[src/rtl/spi_master_arbiter_if.sv]
// Requester-side and SPI-side signals of spi_master_arbiter, grouped into one bundle.
// The master modport is the arbiter's view; the slave modport is the requesters/SPI slave view.
interface spi_master_arbiter_if #(
    parameter int ADDR_SIZE = 8
);
    logic [1:0]           req;
    logic [1:0]           cmd0;
    logic [1:0]           cmd1;
    logic [ADDR_SIZE-1:0] din0;
    logic [ADDR_SIZE-1:0] din1;
    logic [1:0]           ack;
    logic [ADDR_SIZE-1:0] rdata;
    logic                 rdata_valid;
    logic                 busy;
    logic                 SS_n;
    logic                 MOSI;
    logic                 MISO;

    modport master (
        input  req, cmd0, cmd1, din0, din1, MISO,
        output ack, rdata, rdata_valid, busy, SS_n, MOSI
    );

    modport slave (
        output req, cmd0, cmd1, din0, din1, MISO,
        input  ack, rdata, rdata_valid, busy, SS_n, MOSI
    );
endinterface

[src/rtl/spi_master_arbiter.sv]
// Round-robin arbiter sharing one SPI slave between two requesters; serialises {cmd, din}
// frames on SS_n/MOSI and captures MISO for read-data, locking the channel across a read pair.
module spi_master_arbiter #(
    parameter int MEM_DEPTH = 256,
    parameter int RD_LAT    = 3
) (
    input  logic                 clk,
    input  logic                 rst,
    spi_master_arbiter_if.master bus
);
    localparam int ADDR_SIZE = $clog2(MEM_DEPTH);
    localparam int FrameW    = ADDR_SIZE + 2;
    localparam int CntMax    = (FrameW > RD_LAT) ? FrameW : RD_LAT;
    localparam int CntW      = $clog2(CntMax + 1);

    typedef enum logic [2:0] {StIdle, StStart, StShift, StWait, StCapture, StDone} state_e;

    state_e               state_q, state_d;
    logic [CntW-1:0]      cnt_q, cnt_d;
    logic [FrameW-1:0]    frame_q, frame_d;
    logic [1:0]           cmd_q, cmd_d;
    logic                 owner_q, owner_d;
    logic                 lock_q, lock_d;
    logic                 lock_owner_q, lock_owner_d;
    logic                 rr_ptr_q, rr_ptr_d;
    logic [ADDR_SIZE-1:0] rdata_sr_q, rdata_sr_d;
    logic [ADDR_SIZE-1:0] rdata_q, rdata_d;
    logic                 rdata_valid_q, rdata_valid_d;
    logic [1:0]           ack_q, ack_d;
    logic                 busy_q, busy_d;
    logic                 ss_n_q, ss_n_d;
    logic                 mosi_q, mosi_d;

    logic                 gnt_valid;
    logic                 gnt_idx;
    logic [1:0]           lock_cmd;

    always_comb begin
        state_d       = state_q;
        cnt_d         = cnt_q;
        frame_d       = frame_q;
        cmd_d         = cmd_q;
        owner_d       = owner_q;
        lock_d        = lock_q;
        lock_owner_d  = lock_owner_q;
        rr_ptr_d      = rr_ptr_q;
        rdata_sr_d    = rdata_sr_q;
        rdata_d       = rdata_q;
        rdata_valid_d = 1'b0;
        ack_d         = 2'b00;
        busy_d        = busy_q;
        ss_n_d        = ss_n_q;
        mosi_d        = mosi_q;
        gnt_valid     = 1'b0;
        gnt_idx       = 1'b0;
        lock_cmd      = lock_owner_q ? bus.cmd1 : bus.cmd0;

        case (state_q)
            StIdle: begin
                // While locked only the owner's read-data may use the channel.
                if (lock_q) begin
                    if (bus.req[lock_owner_q] && (lock_cmd == 2'b11)) begin
                        gnt_valid = 1'b1;
                        gnt_idx   = lock_owner_q;
                    end
                end else begin
                    case (bus.req)
                        2'b01:   begin gnt_valid = 1'b1; gnt_idx = 1'b0;     end
                        2'b10:   begin gnt_valid = 1'b1; gnt_idx = 1'b1;     end
                        2'b11:   begin gnt_valid = 1'b1; gnt_idx = rr_ptr_q; end
                        default: ;
                    endcase
                end
                if (gnt_valid) begin
                    frame_d  = gnt_idx ? {bus.cmd1, bus.din1} : {bus.cmd0, bus.din0};
                    cmd_d    = gnt_idx ? bus.cmd1 : bus.cmd0;
                    owner_d  = gnt_idx;
                    rr_ptr_d = ~gnt_idx;
                    busy_d   = 1'b1;
                    ss_n_d   = 1'b0;
                    mosi_d   = cmd_d[1];
                    cnt_d    = '0;
                    state_d  = StStart;
                end
            end
            StStart: begin
                if (cnt_q == '0) begin
                    cnt_d = cnt_q + 1'b1;
                end else begin
                    mosi_d  = frame_q[FrameW-1];
                    frame_d = frame_q << 1;
                    cnt_d   = '0;
                    state_d = StShift;
                end
            end
            StShift: begin
                if (cnt_q == CntW'(FrameW - 1)) begin
                    mosi_d = 1'b0;
                    cnt_d  = '0;
                    if (cmd_q == 2'b11) begin
                        state_d = (RD_LAT > 1) ? StWait : StCapture;
                    end else begin
                        state_d    = StDone;
                        ss_n_d     = 1'b1;
                        busy_d     = 1'b0;
                        ack_d[owner_q] = 1'b1;
                    end
                end else begin
                    mosi_d  = frame_q[FrameW-1];
                    frame_d = frame_q << 1;
                    cnt_d   = cnt_q + 1'b1;
                end
            end
            StWait: begin
                if (cnt_q == CntW'(RD_LAT - 2)) begin
                    cnt_d   = '0;
                    state_d = StCapture;
                end else begin
                    cnt_d = cnt_q + 1'b1;
                end
            end
            StCapture: begin
                rdata_sr_d = {rdata_sr_q[ADDR_SIZE-2:0], bus.MISO};
                if (cnt_q == CntW'(ADDR_SIZE - 1)) begin
                    // Final sample goes straight into rdata so it lands together with ack.
                    rdata_d        = rdata_sr_d;
                    rdata_valid_d  = 1'b1;
                    state_d        = StDone;
                    ss_n_d         = 1'b1;
                    busy_d         = 1'b0;
                    ack_d[owner_q] = 1'b1;
                end else begin
                    cnt_d = cnt_q + 1'b1;
                end
            end
            StDone: begin
                if (cmd_q == 2'b10) begin
                    lock_d       = 1'b1;
                    lock_owner_d = owner_q;
                end else if ((cmd_q == 2'b11) && lock_q && (lock_owner_q == owner_q)) begin
                    lock_d = 1'b0;
                end
                state_d = StIdle;
            end
            default: state_d = StIdle;
        endcase
    end

    always_ff @(posedge clk) begin
        if (rst) begin
            state_q       <= StIdle;
            cnt_q         <= '0;
            frame_q       <= '0;
            cmd_q         <= 2'b00;
            owner_q       <= 1'b0;
            lock_q        <= 1'b0;
            lock_owner_q  <= 1'b0;
            rr_ptr_q      <= 1'b0;
            rdata_sr_q    <= '0;
            rdata_q       <= '0;
            rdata_valid_q <= 1'b0;
            ack_q         <= 2'b00;
            busy_q        <= 1'b0;
            ss_n_q        <= 1'b1;
            mosi_q        <= 1'b0;
        end else begin
            state_q       <= state_d;
            cnt_q         <= cnt_d;
            frame_q       <= frame_d;
            cmd_q         <= cmd_d;
            owner_q       <= owner_d;
            lock_q        <= lock_d;
            lock_owner_q  <= lock_owner_d;
            rr_ptr_q      <= rr_ptr_d;
            rdata_sr_q    <= rdata_sr_d;
            rdata_q       <= rdata_d;
            rdata_valid_q <= rdata_valid_d;
            ack_q         <= ack_d;
            busy_q        <= busy_d;
            ss_n_q        <= ss_n_d;
            mosi_q        <= mosi_d;
        end
    end

    assign bus.ack         = ack_q;
    assign bus.rdata       = rdata_q;
    assign bus.rdata_valid = rdata_valid_q;
    assign bus.busy        = busy_q;
    assign bus.SS_n        = ss_n_q;
    assign bus.MOSI        = mosi_q;
endmodule

[src/flat_wrapper.sv]
// flat-port wrapper written by rule: the top's interface ports become plain ports
module spi_master_arbiter_flat 
#(
    parameter int MEM_DEPTH = 256,
    parameter int RD_LAT    = 3
)
  (clk, rst, bus_req, bus_cmd0, bus_cmd1, bus_din0, bus_din1, bus_MISO, bus_ack, bus_rdata, bus_rdata_valid, bus_busy, bus_SS_n, bus_MOSI);
  spi_master_arbiter_if #(.ADDR_SIZE(8)) bus_i ();
  input  logic clk;
  input  logic rst;
  input wire logic [$bits(bus_i.req)-1:0] bus_req;
  input wire logic [$bits(bus_i.cmd0)-1:0] bus_cmd0;
  input wire logic [$bits(bus_i.cmd1)-1:0] bus_cmd1;
  input wire logic [$bits(bus_i.din0)-1:0] bus_din0;
  input wire logic [$bits(bus_i.din1)-1:0] bus_din1;
  input wire logic [$bits(bus_i.MISO)-1:0] bus_MISO;
  output wire logic [$bits(bus_i.ack)-1:0] bus_ack;
  output wire logic [$bits(bus_i.rdata)-1:0] bus_rdata;
  output wire logic [$bits(bus_i.rdata_valid)-1:0] bus_rdata_valid;
  output wire logic [$bits(bus_i.busy)-1:0] bus_busy;
  output wire logic [$bits(bus_i.SS_n)-1:0] bus_SS_n;
  output wire logic [$bits(bus_i.MOSI)-1:0] bus_MOSI;
  assign bus_i.req = bus_req;
  assign bus_i.cmd0 = bus_cmd0;
  assign bus_i.cmd1 = bus_cmd1;
  assign bus_i.din0 = bus_din0;
  assign bus_i.din1 = bus_din1;
  assign bus_i.MISO = bus_MISO;
  assign bus_ack = bus_i.ack;
  assign bus_rdata = bus_i.rdata;
  assign bus_rdata_valid = bus_i.rdata_valid;
  assign bus_busy = bus_i.busy;
  assign bus_SS_n = bus_i.SS_n;
  assign bus_MOSI = bus_i.MOSI;
  spi_master_arbiter #(.MEM_DEPTH(MEM_DEPTH), .RD_LAT(RD_LAT)) u_core (.clk(clk), .rst(rst), .bus(bus_i));
endmodule
[config.mk]
export PLATFORM = sky130hd
export DESIGN_NAME = spi_master_arbiter_flat
export DESIGN_NICKNAME = d
export VERILOG_FILES = /design/src/rtl/spi_master_arbiter_if.sv /design/src/rtl/spi_master_arbiter.sv /design/src/flat_wrapper.sv
export SDC_FILE = /design/constraint.sdc
export NUM_CORES = 1
export LEC_CHECK = 0
export CORE_AREA = 4 4 86 88
export CTS_BUF_LIST = sky130_fd_sc_hd__clkbuf_4
export CTS_CLUSTER_DIAMETER = 60
export CTS_CLUSTER_SIZE = 24
export DETAILED_ROUTE_END_ITERATION = 10
export DIE_AREA = 0 0 90 92
export GPL_ROUTABILITY_DRIVEN = 0
export SYNTH_ARGS = -nofsm -noshare
export SYNTH_HDL_FRONTEND = slang
export SYNTH_SLANG_ARGS = --single-unit
[constraint.sdc]
create_clock -name clk -period 2.6 [get_ports clk]
set_clock_uncertainty 0.1 [all_clocks]
set_input_delay 0.26 -clock clk [delete_from_list [all_inputs] [get_ports clk]]
set_output_delay 0.26 -clock clk [all_outputs]
set_load 0.05 [all_outputs]
# Word-level counts from Yosys, hierarchy flattened
# Cells that the tools add are included.
# totals
in_bits	25
output_inout_bits	14
register_bits	44
elab_cells	118
# classes
eq_ne	23
add_sub_neg	1
magnitude_cmp	3
n_bitwise	2
muxes	53
reduce_logical	21
# ops
operator	n
$mux W10	4
$pmux W10 S3	1
$mux W1	24
$mux W4	5
$pmux W4 S5	1
$mux W3	6
$pmux W3 S5	1
$eq A2 B2 Y1 const B	5
$mux W2	5
$reduce_and A5 Y1	2
$pmux W1 S3	3
$ne A2 B1 Y1 const B	4
$ne A2 B2 Y1 const B	4
$reduce_and A2 Y1	4
$eq A3 B2 Y1 const B	2
$eq A3 B3 Y1 const B	2
$reduce_and A3 Y1	2
$reduce_bool A3 Y1	2
$reduce_bool A5 Y1	1
$add A4 B1 Y4 const B	1
$eq A4 B1 Y1 const B	1
$eq A4 B3 Y1 const B	1
$eq A4 B4 Y1 const B	1
$logic_and A1 B1 Y1	4
other kinds (15)	17

# Longest topological paths before layout
# Gate-level depths: netlist of run 1.
# depth
word_depth	9
ltp_mapped	9
depth_no_buf	7

# Worst setup path after synthesis of run 1
# No wires, ideal clock.
# synth_path
path_type	reg2reg
from	reg u_core.cnt_q[1]
to	reg u_core.frame_q[0]
setup_time_ns	0.128
n_path_buf	2
required_ns	2.372
slack_ns	0.728
path_stages_with_launch	10
arrival_ns	1.645
period_less_slack_ns	1.872
path_cell_list	dfxtp_1 -> inv_1 -> ha_1 -> and3b_4 -> a211o_1 -> a21o_1 -> buf_6 -> buf_6 -> a22oi_2 -> nor2_1
# synth_between
elab_chain_len	3
elab_cells_between_ends	5
classes_between	eq/ne: 3; reduce/logical: 2
# synth_lines
item	line	rtl
from (decl)	spi_master_arbiter.sv:19	logic [CntW-1:0] cnt_q, cnt_d;
from (signal assigned)	spi_master_arbiter.sv:168	cnt_q <= cnt_d;
$eq A4 B4 Y1 / $logic_not A4 Y1 (equally long branches)	spi_master_arbiter.sv:97, spi_master_arbiter.sv:87	
$ne A2 B2 Y1 (no line)	--	
$reduce_and A4 Y1 (no line) *	--	
to (signal assigned)	spi_master_arbiter.sv:169	frame_q <= frame_d;
to (decl)	spi_master_arbiter.sv:20	logic [FrameW-1:0] frame_q, frame_d;
# Every way passes the cells marked *; elsewhere a longest branch is shown, timed or not.
# A chain may end at the register's enable or synchronous reset.

# Worst setup path after layout of run 1
# layout_path
from	reg u_core.cnt_q[1]
to	reg u_core.frame_q[6]
# Same word-level chain as after synthesis.

==> impl_metrics.toml, run 1 <==
[finish]
final_common_cell = "dfxtp_1"
n_antenna_cell = 0
layout_common_cells = "dfxtp_1, clkdlybuf4s50_1, nor2_1"
fin_nets = 311
drive_gt1_share_pct = 9.86
post-route-cell-area_sq_um = 2750
syn2layout_area_growth_pct = 22.6

[critical_path]
path_buf_inv = 1
cp.arrival_ns = 2.28
slowest_delay_ns = 0.39
path_cells = "inv_1 > ha_1 > and3b_4 > a211o_1 > a21o_1 > a211o_1 > a21oi_1"
crit_required_ns = 2.79
crit_path_frequent_cell = "a211o_1"
crit_family = "compound AO/OA/AOI/OAI gates"
slowest_stage = "dfxtp_1"
crit_type = "reg2reg"
cp_max_fo = 19
start_kind = "flop"
cp-end-kind = "flop"

[routing]
drt-wirelength-per-cell_um = 13.0
vias_per_cell = 5.10
wl_um = 4730
dr.pass1.iters = 4
via_count = 1857
drt_iter0_markers = 65
postRouteAntennaNets = 0
drc = 0

[pwr]
p_per_area_nw_per_um2 = 793
power_leakage_nw = 1.07
power_frac_clock_pct = 20.3
switching_share_pct = 37.0
p_seq_share_pct = 41.0
p_sw_uw = 806
intPower_mw = 1.37
p_comb_share_pct = 38.7
vdd_ir_drop_max_mv = 0.279

[timing]
hold_violations = 0
finalWorstSetupSlack_ns = 0.504
whs_ns = 0.366
worst_pin_slew_ns = 0.759
fin_crit_ns = 2.10
drv_slew = 0
setup_violations = 0
fin_tns_setup_ns = 0
fmax_mhz = 477
slew_headroom_pct = 49.0
min_period_over_period_pct = 80.6
grt_setup_unrepaired = "false"

[synthesis]
syn-cell-area_sq_um = 2240
synth_edf_count = 0
synthTopCellsByArea = "dfxtp_1, mux2i_1, a21oi_1"
ys_warn_count = 0
ys_ff_latch = 44
syn_avg_cell_area_sq_um = 9.04
synth.distinct_cells = 54
yosys.area.top_type_share_pct = 39.3
ys_seq_area_share_pct = 39.3
ys_async_sr_fraction_pct = 0
synthesis.nets = 276
dominantRegCellSynth = "dfxtp_1"
yosysTopAreaCell = "dfxtp_1"
syn_inst = 248

[floorplanning]
dieArea_sq_um = 8280
die_height_um = 92
die_x_um = 90
num_io_pins = 39
floorplan.initialDensity_pct = 33.7
rows = 30
core_area_sq_um = 6640

[clocking]
postCtsSetupBuffers = 0
clkSinkCount = 44
worstSkewPairLatency_ns = 0.36
clockBufferDepth = 2
cts_tree = "yes"
htreeDepth = 2
numCtsBuffers = 5
postCtsHoldBufs = 0
clockRootBuffer = "clkbuf_4"
ctsResizeCount = 0
clkSlewWorstSetupHoldPaths_ns = 0.15

[min_path]
hold_class = "reg2reg"

[global_routing]
grt_max_degree = 21
grtUsageTotal_pct = 11.6
grt_pass1_vias = 1779
grt_first_pass_wirelength_um = 8150
antenna_found_initial = 0
gr-total-overflow = 0

[place]
io_buffer_count = 38
dp_slack_ns = 0.283
place_area_sq_um = 2660
dp.final_hpwl_um = 3400

[flow_run]
cap_viol_max_count = 0

[status]
status = "finished clean"
[per-stage QoR]
stage                     utilization [%]  power, mW  cells
after floorplan                         -       1.59    248
after global placement               40.1       1.75    356
after detailed placement             40.1       1.76    356
after CTS                            41.4       2.21    364
after global routing                 41.4       2.34    364
final                                41.4       2.18    364
[synth_stat cells, types with 3 or more instances]
cell      instances
nand2b_1          5
buf_6             4
nor4_1            3
a211oi_1          4
nor2b_1           5
mux2i_1          18
clkbuf_1          6
a211o_1          11
o21ai_0           3
ha_1              3
inv_1             7
dfxtp_1          44
nor2_1           28
nand3_1           3
nand2_1          23
and3b_1           3
a21oi_1          24
nor3_1            6
buf_2             4
[power by group through the flow]
stage	combinational, mW	sequential, mW	clock (mW)
2_1_floorplan	0.655	0.935	0
5_1_grt	0.951	0.915	0.478
3_3_place_gp	0.840	0.909	0
3_5_place_dp	0.847	0.909	0
6_report	0.842	0.894	0.442
4_1_cts	0.852	0.895	0.460
[cell type report]
class	instances	area, sq um
clock inverter	3	46.3
sequential	44	881
tap	80	100
timing repair buffer	43	418
fill	674	3900
multi-input combinational	182	1240
inverter	7	26.3
clock buffer	5	37.5
[registers in the layout (all words and copies together) (netlist names), 2 cells and up]
name and count:
u_core.bus.rdata 8, u_core.frame_q 10, u_core.cnt_q 4, u_core.rdata_sr_q 7
u_core.bus.ack 2, u_core.cmd_q 2, u_core.state_q 3
[path summary, 6_finish.rpt]
path                                        from                             end  slack [ns]  cells after the start
setup reg to reg    u_core.cnt_q[1]$_SDFFE_PP0P_  u_core.frame_q[6]$_SDFFE_PP0P_        0.50                      7
setup / recovery    u_core.cnt_q[1]$_SDFFE_PP0P_  u_core.frame_q[6]$_SDFFE_PP0P_        0.50                      7
hold reg to reg   u_core.frame_q[2]$_SDFFE_PP0P_  u_core.frame_q[2]$_SDFFE_PP0P_        0.37                      2
hold / removal    u_core.frame_q[2]$_SDFFE_PP0P_  u_core.frame_q[2]$_SDFFE_PP0P_        0.37                      2
[worst min-delay path, delay by kind of cell, from the launching register on]
kind             cells  cell delay [ns]
AO/OA/AOI/OAI        1             0.05
flip-flops           1             0.34
AND/OR/NAND/NOR      1             0.05
[per-layer routing]
| layer | up-vias | share of wire [%] | wire length, um | track usage (%) |
|---|---|---|---|---|
| li1 | 955 | - | - | - |
| met1 | 864 | 48 | 2280 | 15.4 |
| met2 | 36 | 46 | 2190 | 18.7 |
| met3 | 2 | 4.5 | 215 | 2.87 |
| met4 | 0 | 0.76 | 36 | 3.83 |
| met5 | - | 0 | 0 | 0 |
[logic make-up (layout without fill, tap and decap cells)]
logic type                 Yosys count  count (layout)  synth area share, %
muxes                               19              19                 8.54
AOI/OAI and AO/OA                   63              63                 21.2
and+or+nand+nor                     96              96                 23.4
xor gates and xnor gates             1               1                0.391
adders and majority gates            3               3                 1.68
buffers and inverters               22              58                 5.42
DFF                                 44              44                 39.3
No activity file was read; power rests on OpenSTA's default activity.
==> run 2: changes to the inputs <==
==> constraint.sdc (replaced) <==
create_clock -name clk -period 2.1 [get_ports clk]
set_clock_uncertainty 0.1 [all_clocks]
set_input_delay 0.21 -clock clk [delete_from_list [all_inputs] [get_ports clk]]
set_output_delay 0.21 -clock clk [all_outputs]
set_load 0.05 [all_outputs]
==> run 2 against run 1 <==
  * Total power increased by 29%
  * Cell area increased by 3.1%
  * Via count increased by 2.0%
  * Worst setup slack got worse by 0.38 ns
  * Critical endpoint is now u_core.frame_q[7]$_SDFFE_PP0P_
  * Largest power group is now combinational cells
  * Largest cell class unchanged
  * Hold slack got worse by 0.042 ns
  * Sequential power increased by 23%
  * Combinational power increased by 38%
  * Clock power increased by 25%
==> impl_metrics.toml, run 2 (synthesis results as in run 1) <==
[status]
status = "finished clean"

[floorplanning]
core_area_sq_um = 6640
dieArea_sq_um = 8280
num_io_pins = 39
die_height_um = 92
floorplan.initialDensity_pct = 33.7
die_x_um = 90
rows = 30

[finish]
syn2layout_area_growth_pct = 26.5
fillers = 674
largest_reg_flops = 10
top_register = "u_core.frame_q"
final_common_cell = "dfxtp_1"
stdcell_count = 372
layout_common_cells = "dfxtp_1, clkdlybuf4s50_1, nor2_1"
post-route-cell-area_sq_um = 2830
seq_area_sq_um = 882
drive_gt1_share_pct = 12.7
multiInputGateArea_sq_um = 1240
fin_nets = 319
n_antenna_cell = 0

[critical_path]
crit_required_ns = 2.29
crit_type = "reg2reg"
path_cells = "inv_1 > ha_1 > and3b_4 > a211o_1 > a21o_1 > buf_12 > a211o_1 > a21oi_1"
crit_path_frequent_cell = "a211o_1"
rrSetupSlack_ns = 0.12
slowest_delay_ns = 0.37
cp.arrival_ns = 2.17
slowest_stage = "dfxtp_2"
cp_max_fo = 19
start_kind = "flop"
cp-end-kind = "flop"

[global_routing]
grt_pass1_vias = 1877
grt_max_degree = 21
grt_util_met2_pct = 20.0
grtUsageTotal_pct = 12.1
grt_first_pass_wirelength_um = 8420
gr-total-overflow = 0
grt_use_met1_pct = 15.6
antenna_found_initial = 0
use_met3_pct = 2.54
grt-busiest-layer = "met2"

[place]
io_buffer_count = 38
dp.cells = 364
place_area_sq_um = 2750
dp.final_hpwl_um = 3510

[clocking]
clkSinkCount = 44
htreeDepth = 2
cts_tree = "yes"
clockBufferDepth = 2
clkSlewWorstSetupHoldPaths_ns = 0.15
numCtsBuffers = 5
postCtsHoldBufs = 0
clockRootBuffer = "clkbuf_4"
worstSkewPairLatency_ns = 0.37

[flow_run]
cap_viol_max_count = 0

[pwr]
power_leakage_nw = 1.12
p_per_area_nw_per_um2 = 992
vdd_ir_drop_max_mv = 0.313

[timing]
fin_crit_ns = 1.98
setup_violations = 0
hold_violations = 0
grt_setup_unrepaired = "false"
min_period_over_period_pct = 94.2
fin_tns_setup_ns = 0
fmax_mhz = 505
slew_headroom_pct = 66.0
drv_slew = 0
worst_pin_slew_ns = 0.508

[routing]
drt-wirelength-per-cell_um = 12.9
wl_um = 4800
postRouteAntennaNets = 0
drc = 0
drt_iter0_markers = 98
vias_per_cell = 5.09
dr.pass1.iters = 4
via_count = 1895

[min_path]
hold_class = "in2reg"
-- run 2: final cells by class --
type,instances,area share [%]
flip-flops and latches,44,31.1
clock buffers,5,1.32
repair buffers,51,17.7
well taps,80,3.53
multi-input cells,182,43.7
inverters,7,0.927
clock inverters,3,1.63
-- run 2: worst max-delay path: cells and delay by family, from the launching register on --
kind            cells  cell delay (ns)
compound gates      4             0.80
flops               1             0.37
buf+inv             2             0.22
simple gates        1             0.21
fa+ha+maj           1             0.20
-- run 2: path summary, 6_finish.rpt --
kind / startpoint / cells past startpoint / endpoint
setup / recovery: u_core.cnt_q[1]$_SDFFE_PP0P_ / 8 / u_core.frame_q[7]$_SDFFE_PP0P_
setup reg to reg: u_core.cnt_q[1]$_SDFFE_PP0P_ / 8 / u_core.frame_q[7]$_SDFFE_PP0P_
hold reg to reg: u_core.frame_q[6]$_SDFFE_PP0P_ / 2 / u_core.frame_q[6]$_SDFFE_PP0P_
hold / removal: bus_MISO / 3 / u_core.rdata_sr_q[0]$_SDFFE_PP0N_
-- run 2: metrics by stage --
step / hold slack (ns) / power (mW) / worst slack, ns / utilization, %
2_1_floorplan: 0.246 / 1.97 / 0.228 / -
3_3_place_gp: 0.346 / 2.27 / 0.0230 / 41.4
3_5_place_dp: 0.349 / 2.28 / -0.00541 / 41.4
4_1_cts: 0.312 / 2.84 / 0.0915 / 42.6
5_1_grt: 0.345 / 3.02 / 0.0244 / 42.7
6_report: 0.324 / 2.81 / 0.121 / 42.7
-- run 2: report_power, final --
group          internal (mW)  switching [mW]
clock                  0.254           0.296
sequential             0.982           0.121
combinational          0.547           0.610
-- run 2: layer usage --
layer,vias to the layer above,share of wire [%]
met3,6,4.3
li1,973,-
met5,-,0
met1,881,48
met4,0,1.4
met2,35,47
-- run 2: timing repair --
action                                  4_1_cts  5_1_grt
endpoints found under the setup margin        0        2
buffers inserted                              0        0
gates resized for setup                       0        1
==> run 3: changes to the inputs <==
--- a/config.mk
+++ b/config.mk
@@ -5,10 +5,11 @@
 export SDC_FILE = /design/constraint.sdc
 export NUM_CORES = 1
 export LEC_CHECK = 0
+export CAP_MARGIN = 5
 export CORE_AREA = 4 4 86 88
 export CTS_BUF_LIST = sky130_fd_sc_hd__clkbuf_4
 export CTS_CLUSTER_DIAMETER = 60
-export CTS_CLUSTER_SIZE = 24
+export CTS_CLUSTER_SIZE = 16
 export DETAILED_ROUTE_END_ITERATION = 10
 export DIE_AREA = 0 0 90 92
 export GPL_ROUTABILITY_DRIVEN = 0
==> constraint.sdc (replaced) <==
create_clock -name clk -period 2.1 [get_ports clk]
set_clock_uncertainty 0.1 [all_clocks]
set_input_delay 0.42 -clock clk [delete_from_list [all_inputs] [get_ports clk]]
set_output_delay 0.42 -clock clk [all_outputs]
set_load 0.05 [all_outputs]
==> run 3 against run 2 <==
  * Clock power barely moved
  * Sequential power hardly changed
  * Total power increased by 1.6%
  * Flip-flop and latch count did not move
  * Critical endpoint is now bus_busy
  * Largest power group unchanged
==> impl_metrics.toml, run 3 (synthesis results as in run 1) <==
[critical_path]
crit_type = "reg2out"
start_kind = "flop"
rrSetupSlack_ns = 0.13
slowest_stage = "clkdlybuf4s50_1"
r2r-end = "u_core.frame_q[4]$_SDFFE_PP0P_"
slowest_delay_ns = 0.80
cp-end-kind = "primary output"
path_buf_inv = 1
cp.arrival_ns = 1.51
r2r-start = "u_core.cnt_q[1]$_SDFFE_PP0P_"
path_cells = "clkdlybuf4s50_1"
cp_max_fo = 2
crit_required_ns = 1.58
crit_family = "buffers and inverters"
ff2ff_path_depth = 8

[finish]
drive_gt1_share_pct = 15.7
stdcell_count = 380
syn2layout_area_growth_pct = 30.5
fin_nets = 327
largest_reg_flops = 10
top_register = "u_core.frame_q"
layout_common_cells = "dfxtp_1, clkdlybuf4s50_1, nor2_1"
final_common_cell = "dfxtp_1"
n_antenna_cell = 0
utilization_pct = 44.0
post-route-cell-area_sq_um = 2920

[timing]
fin_tns_setup_ns = 0
fmax_mhz = 493
whs_ns = 0.366
drv_slew = 0
worst_pin_slew_ns = 0.504
min_period_over_period_pct = 96.6
fin_crit_ns = 2.03
slew_headroom_pct = 66.4
hold_violations = 0
setup_violations = 0
grt_setup_unrepaired = "false"

[routing]
vias_per_cell = 4.98
drc = 0
postRouteAntennaNets = 0
dr.pass1.iters = 4
drt-wirelength-per-cell_um = 12.7
wl_um = 4840
drt_iter0_markers = 94
via_count = 1894

[min_path]
hp-start = "u_core.frame_q[5]$_SDFFE_PP0P_"
hold_class = "reg2reg"
min_to = "u_core.frame_q[5]$_SDFFE_PP0P_"
worstHoldPathCells = 2

[global_routing]
grt-busiest-layer = "met2"
use_met3_pct = 3.12
antenna_found_initial = 0
grtUsageTotal_pct = 12.2
grt_first_pass_wirelength_um = 8440
grt_use_met1_pct = 15.7
gr-total-overflow = 0
grt_pass1_vias = 1853
grt_util_met2_pct = 19.9
grt_max_degree = 37

[place]
place_area_sq_um = 2810
io_buffer_count = 38
dp.cells = 372
dp.final_hpwl_um = 3530

[flow_run]
cap_viol_max_count = 0

[floorplanning]
die_height_um = 92
die_x_um = 90
rows = 30
dieArea_sq_um = 8280
core_area_sq_um = 6640
num_io_pins = 39
floorplan.initialDensity_pct = 33.7

[clocking]
clockBufferDepth = 2
postCtsSetupBuffers = 0
worstSkewPairLatency_ns = 0.36
clkSlewWorstSetupHoldPaths_ns = 0.13
clockRootBuffer = "clkbuf_4"
clkSinkCount = 44
numCtsBuffers = 5
htreeDepth = 2
cts_tree = "yes"

[pwr]
vdd_ir_drop_max_mv = 0.320
power_leakage_nw = 1.33
p_per_area_nw_per_um2 = 977

[status]
status = "finished clean"
[run 3: cell types whose count changed in the layout (fill, tap and decap cells not counted), sizes merged]
cell           before  now
clkdlybuf4s50      38   29
buf                13   21
dlymetal6s2s        0    9
[run 3: timing repair]
action / in CTS / in global routing
hold buffers: 0 / 0
endpoints found under the setup margin: 0 / 12
resized for setup: 0 / 12
[run 3: worst max path at each step]
stage / from / end / slack (ns) / depth (start not counted)
2_1_floorplan: u_core.cnt_q[1]$_SDFFE_PP0P_ / u_core.frame_q[0]$_SDFFE_PP0P_ / 0.23 / 9
3_5_place_dp: bus_req[1] / u_core.frame_q[4]$_SDFFE_PP0P_ / -0.19 / 7
4_1_cts: u_core.bus.rdata[4]$_SDFFE_PP0P_ / bus_rdata[4] / 0.009 / 1
3_3_place_gp: bus_req[1] / u_core.frame_q[7]$_SDFFE_PP0P_ / -0.18 / 7
5_1_grt: u_core.bus.busy$_SDFFE_PP0P_ / bus_busy / 0.02 / 1
6_report: u_core.bus.busy$_SDFFE_PP0P_ / bus_busy / 0.07 / 1
[run 3: metal layers]
metal / routed length (um) / vias up
met2: 2180 / 31
li1: - / 988
met5: 0 / -
met4: 73 / 0
met3: 197 / 5
met1: 2390 / 870
[run 3: layout make-up]
cell class / instances / area (sq um)
fill: 672 / 3720
multi-input combinational: 182 / 1240
sequential: 44 / 883
timing repair buffer: 59 / 586
tap: 80 / 100
clock inverter: 3 / 46.3
clock buffer: 5 / 37.5
inverter: 7 / 26.3
[run 3: stage by stage]
| stage | setup WS (ns) | total power, mW |
|---|---|---|
| global route | 0.0151 | 3.07 |
| detailed placement | -0.192 | 2.32 |
| finish | 0.0706 | 2.86 |
| CTS | 0.00856 | 2.88 |
| global placement | -0.183 | 2.30 |
| floorplan | 0.228 | 1.97 |
[run 3: power by group]
part | switching (mW) | total [mW] | internal, mW
logic | 0.618 | 1.20 | 0.579
registers | 0.124 | 1.11 | 0.983
clock network | 0.297 | 0.552 | 0.254
